==> config.mk <==
export PLATFORM = sky130hd
export DESIGN_NAME = multi_sig_gen
export DESIGN_NICKNAME = d
export VERILOG_FILES = /design/src/rtl/multi_sig_gen.sv
export SDC_FILE = /design/constraint.sdc
export NUM_CORES = 1
export LEC_CHECK = 0
export ABC_AREA = 1
export ABC_CLOCK_PERIOD_IN_PS = 3200
export CAP_MARGIN = 10
export CORE_MARGIN = 4
export CORE_UTILIZATION = 55
export CTS_CLUSTER_DIAMETER = 30
export CTS_CLUSTER_SIZE = 8
export DETAILED_ROUTE_END_ITERATION = 6
export DONT_BUFFER_PORTS = 1
export HOLD_SLACK_MARGIN = 0.05
export PLACE_DENSITY_LB_ADDON = 0.08
export SKIP_LAST_GASP = 1
export SLEW_MARGIN = 40
export SYNTH_ARGS = -nofsm -noshare
export SYNTH_HDL_FRONTEND = slang
export SYNTH_SLANG_ARGS = --single-unit
==> constraint.sdc <==
create_clock -name sysclk -period 3.2 [get_ports sysclk]
set_clock_uncertainty 0.2 [all_clocks]
set_input_delay 0.32 -clock sysclk [delete_from_list [all_inputs] [get_ports sysclk]]
set_output_delay 0.32 -clock sysclk [all_outputs]
set_load 0.01 [all_outputs]
==> src/rtl/multi_sig_gen.sv <==
// Multi-channel divided-clock test-signal generator with per-channel period-start strobe.
// Optional counted-burst mode is enabled by defining MULTI_SIG_GEN_BURST_EN.
module multi_sig_gen #(
  parameter int unsigned CHANNELS = 2,
  parameter int unsigned CNT_W    = 21,
  parameter int unsigned DIV0     = 32000,
  parameter int unsigned DIV1     = 400000,
  parameter int unsigned DIV2     = 2000000,
  parameter int unsigned DIV3     = 8000,
  parameter int unsigned BURST_W  = 8
) (
  input  logic                    sysclk,
  input  logic                    reset,
  input  logic [CHANNELS-1:0]     en,
  input  logic [2*CHANNELS-1:0]   mode,
  input  logic [CHANNELS-1:0]     burst_start,
  input  logic [BURST_W-1:0]      burst_len,
  output logic [CHANNELS-1:0]     sig_out,
  output logic [CHANNELS-1:0]     period_tick,
  output logic [CHANNELS-1:0]     burst_busy
);

  // One extra bit so a divide of exactly 2^CNT_W is representable.
  localparam int unsigned DIV_W = CNT_W + 1;

  typedef logic [DIV_W-1:0] div_t;
  typedef logic [CNT_W-1:0] cnt_t;

  localparam div_t P0 = div_t'(DIV0);
  localparam div_t P1 = div_t'(DIV1);
  localparam div_t P2 = div_t'(DIV2);
  localparam div_t P3 = div_t'(DIV3);

  function automatic div_t preset(input logic [1:0] m);
    case (m)
      2'b00:   return P0;
      2'b01:   return P1;
      2'b10:   return P2;
      default: return P3;
    endcase
  endfunction

  cnt_t                cnt_q [CHANNELS];
  cnt_t                cnt_d [CHANNELS];
  div_t                act_q [CHANNELS];
  div_t                act_d [CHANNELS];
  logic [CHANNELS-1:0] sig_q, sig_d;
  logic [CHANNELS-1:0] tick_q, tick_d;
  logic [CHANNELS-1:0] busy_q;
  logic [CHANNELS-1:0] wrap;
  logic [CHANNELS-1:0] run;

  always_comb begin
    wrap = '0;
    for (int unsigned i = 0; i < CHANNELS; i++) begin
      wrap[i] = ({1'b0, cnt_q[i]} == (act_q[i] - 1'b1));
    end
  end

  assign run = en | busy_q;

  // The active divide is reloaded only at the period boundary (or while idle),
  // which is what keeps mode changes free of runt or stretched periods.
  always_comb begin
    cnt_d  = cnt_q;
    act_d  = act_q;
    sig_d  = sig_q;
    tick_d = tick_q;
    for (int unsigned i = 0; i < CHANNELS; i++) begin
      if (run[i]) begin
        sig_d[i]  = ({1'b0, cnt_q[i]} < (act_q[i] >> 1));
        tick_d[i] = (cnt_q[i] == '0);
        if (wrap[i]) begin
          cnt_d[i] = '0;
          act_d[i] = preset(mode[2*i +: 2]);
        end else begin
          cnt_d[i] = cnt_q[i] + 1'b1;
        end
      end else begin
        cnt_d[i]  = '0;
        sig_d[i]  = 1'b0;
        tick_d[i] = 1'b0;
        act_d[i]  = preset(mode[2*i +: 2]);
      end
    end
  end

  always_ff @(posedge sysclk or posedge reset) begin
    if (reset) begin
      cnt_q  <= '{default: '0};
      act_q  <= '{default: P0};
      sig_q  <= '0;
      tick_q <= '0;
    end else begin
      cnt_q  <= cnt_d;
      act_q  <= act_d;
      sig_q  <= sig_d;
      tick_q <= tick_d;
    end
  end

`ifdef MULTI_SIG_GEN_BURST_EN
  logic [BURST_W-1:0]  rem_q [CHANNELS];
  logic [BURST_W-1:0]  rem_d [CHANNELS];
  logic [CHANNELS-1:0] busy_d;

  // Enable taking over a burst drops busy but leaves the counter untouched,
  // so the waveform carries on without a phase jump.
  always_comb begin
    rem_d  = rem_q;
    busy_d = busy_q;
    for (int unsigned i = 0; i < CHANNELS; i++) begin
      if (busy_q[i]) begin
        if (en[i]) begin
          busy_d[i] = 1'b0;
          rem_d[i]  = '0;
        end else if (wrap[i]) begin
          rem_d[i] = rem_q[i] - 1'b1;
          if (rem_q[i] == BURST_W'(1)) busy_d[i] = 1'b0;
        end
      end else if (!en[i] && burst_start[i] && (burst_len != '0)) begin
        rem_d[i]  = burst_len;
        busy_d[i] = 1'b1;
      end
    end
  end

  always_ff @(posedge sysclk or posedge reset) begin
    if (reset) begin
      rem_q  <= '{default: '0};
      busy_q <= '0;
    end else begin
      rem_q  <= rem_d;
      busy_q <= busy_d;
    end
  end
`else
  logic unused_burst;
  assign unused_burst = ^{burst_start, burst_len};
  assign busy_q       = '0;
`endif

  assign sig_out     = sig_q;
  assign period_tick = tick_q;
  assign burst_busy  = busy_q;

endmodule

==> impl_metrics.ini <==
[sta]
rsz0062_at_grt = false
max_clock_freq_mhz = 337.2
hold_viol = 0
fin_setup_tns_ns = 0
relSlewSlack_pct = 60.53
period_share_pct = 92.69
whs_ns = 0.06447
drv_slew = 0
worst_pin_slew_ns = 0.5901
finalCriticalPeriod_ns = 2.966
setup_viol = 0

[place]
io_buffers = 0
place.gp.congestion = 0.9054
place_hpwl_um = 8967

[setup_path]
crit_start = act_q[18]$_DFFE_PP0P_
reg2regPathDepth = 15
required_ns = 3.28
r2r_setup_slack_ns = 0.23
crit_type = reg2reg
crit_fanout = 26
start_kind = register
r2r-end = act_q[10]$_DFFE_PP1P_
end_kind = register
cp.arrival_ns = 3.05
timing.rr.start = act_q[18]$_DFFE_PP0P_

[synth]
ys_types = 36
ys_warn_count = 0
synthSimpleGateAreaFrac_pct = 38.81
postSynthCellCount = 692
synthXorXnorAreaFrac_pct = 4.419
synth-seq-cells = 62
synth_edf_count = 0
synth_mux_area_share_pct = 0
post_synth_fa_ha_maj_area_fraction_pct = 11.11
async_flop_share_pct = 100.0
synth-compound-area-share_pct = 4.722
yosysSeqAreaShare_pct = 31.52
ys.flop_type = dfrtp_1
synth_area_um2 = 4955
synth_top_family_by_area = simple AND/OR/NAND/NOR gates
syn_avg_cell_area_um2 = 7.160

[drt]
totalWireLength_um = 11640
ant_nets = 0
routedWlPerCell_um = 14.32
drtPass1Iterations = 5
drtIter0Drc = 216
vias = 4411
vias_per_cell = 5.426
drc = 0

[grt]
grt_overflow = 0
antenna_found_initial = 0
grt_max_degree = 33
grt_first_pass_wirelength_um = 20210
grt_pass1_vias = 4115
grt_usage_pct = 24.26

[final_layout]
final_common_cell = nand2_1
final_cell_mix = nand2_1 (179), inv_1 (85), nor2_1 (74)
area_delta_synth_final_pct = 6.591
nets = 762
drive_gt1_share_pct = 10.21
num_antenna_cells = 0

[flow_run]
drv_cap = 0

[power_and_ir_drop]
cellPowerDensity_nw_per_um2 = 365.0
power.leakage_nw = 2.569
total_power_mw = 1.928
ir_worst_vdd_v = 0.0002740

[clock_tree]
clkLatencyLatePin_ns = 0.34
postCtsHoldBufs = 7
cts_resized = 0
cts_num_sinks = 62
clkTransAtPathRegs_ns = 0.07
cts_inserted_buffers = 9
cts_root_buf = clkbuf_8
cts_max_level = 3
cts_tree = done
postCtsSetupBuffers = 0
clock_path_buffers = 2

[die]
start_util_pct = 56.54
rows = 34
num_io_pins = 24
die_h_um = 102.9
die-area_um2 = 10590
core_area_um2 = 8763
fp.dieW_um = 102.9

[hold_path]
hold_start = mode[0]
hold_path_end = act_q[28]$_DFFE_PP0P_
hp-class = in2reg
min_delay_path_depth = 3

[run_status]
status = finished clean
==> layout make-up <==
class                           count  area, um^2
Tap cell                          108       135.1
Multi-Input combinational cell    522        2934
Clock inverter                      3       42.54
Sequential cell                    62        1562
Timing Repair Buffer               10       92.59
Fill cell                         840        3482
Inverter                           95       356.6
Clock buffer                       13       158.9
==> synthesized netlist by cell type, types with 3 or more instances <==
cell,instances,area [um^2]
clkbuf_1,5,18.77
xor2_1,22,192.7
o211ai_1,3,22.52
nand3_1,65,325.3
nor4_1,12,75.07
nor2_1,74,277.8
ha_1,44,550.5
nand2_2,8,50.05
nand3_2,6,60.06
nor3_1,21,105.1
o21ai_0,20,100.1
inv_2,8,30.03
nand2_1,179,671.9
dfstp_2,8,210.2
nor2_4,7,78.83
nor2_2,10,62.56
xnor2_1,3,26.28
dfrtp_1,54,1351
inv_1,86,322.8
a21oi_1,17,85.08
nand4_1,17,106.4
==> metrics by stage <==
step,util [%],setup slack (ns),instances,instance area (um^2)
4_1_cts,60.27,0.2286,813,5281
2_1_floorplan,-,1.023,693,4959
5_1_grt,60.27,0.006247,813,5281
6_report,60.27,0.2340,813,5281
3_5_place_dp,57.17,0.6628,790,5010
3_3_place_gp,57.17,0.7149,790,5010
==> flip-flops by register name (all words and copies together) (netlist names) <==
name	count
act_q	16
cnt_q	42
period_tick	2
sig_out	2
==> worst max-delay path by stage <==
| stage | endpoint | slack (ns) | cells after the start |
|---|---|---|---|
| finish | act_q[10]$_DFFE_PP1P_ | 0.23 | 15 |
| CTS | act_q[10]$_DFFE_PP1P_ | 0.23 | 15 |
| global placement | act_q[31]$_DFFE_PP0P_ | 0.71 | 14 |
| detailed placement | act_q[34]$_DFFE_PP1P_ | 0.66 | 14 |
| global route | act_q[10]$_DFFE_PP1P_ | 0.006 | 15 |
| floorplan | cnt_q[30]$_DFF_PP0_ | 1.02 | 14 |
==> routing by layer <==
metal  vias up  track usage (%)  routed length [um]
li1       2241                -                   -
met1      2048            38.05                6080
met2       113            34.14                4830
met3         9            4.195                 640
met4         0            6.474                  92
met5         -                0                   0
==> power by group <==
part	switching (mW)	internal, mW	leakage (nW)	total (mW)
combinational	0.224	0.123	1.65	0.347
clock	0.313	0.402	0.0996	0.715
sequential	0.0450	0.821	0.816	0.866
==> worst max-delay path: stages (launching register included) <==
cell and delay, ns:
dfrtp_1 0.38, inv_1 0.20, ha_1 0.27, nand2_1 0.10, nor2_2 0.15, nand2_1 0.11, nand2_1 0.07, nand2_1 0.05
nand2_1 0.07, nand2_1 0.08, nor2_4 0.12, nand3_4 0.18, nand2_8 0.22, nand2_1 0.08, nand2_1 0.06, dlygate4sd3_1 0.54
==> cell families after synthesis <==
family / after synthesis
AND/OR/NAND/NOR: 408
buffers and inverters: 109
flip-flops: 62
adder cells (fa/ha/maj): 44
AO/OA/AOI/OAI: 43
XOR/XNOR: 25
other: 1
No activity file was read; power rests on OpenSTA's default activity.
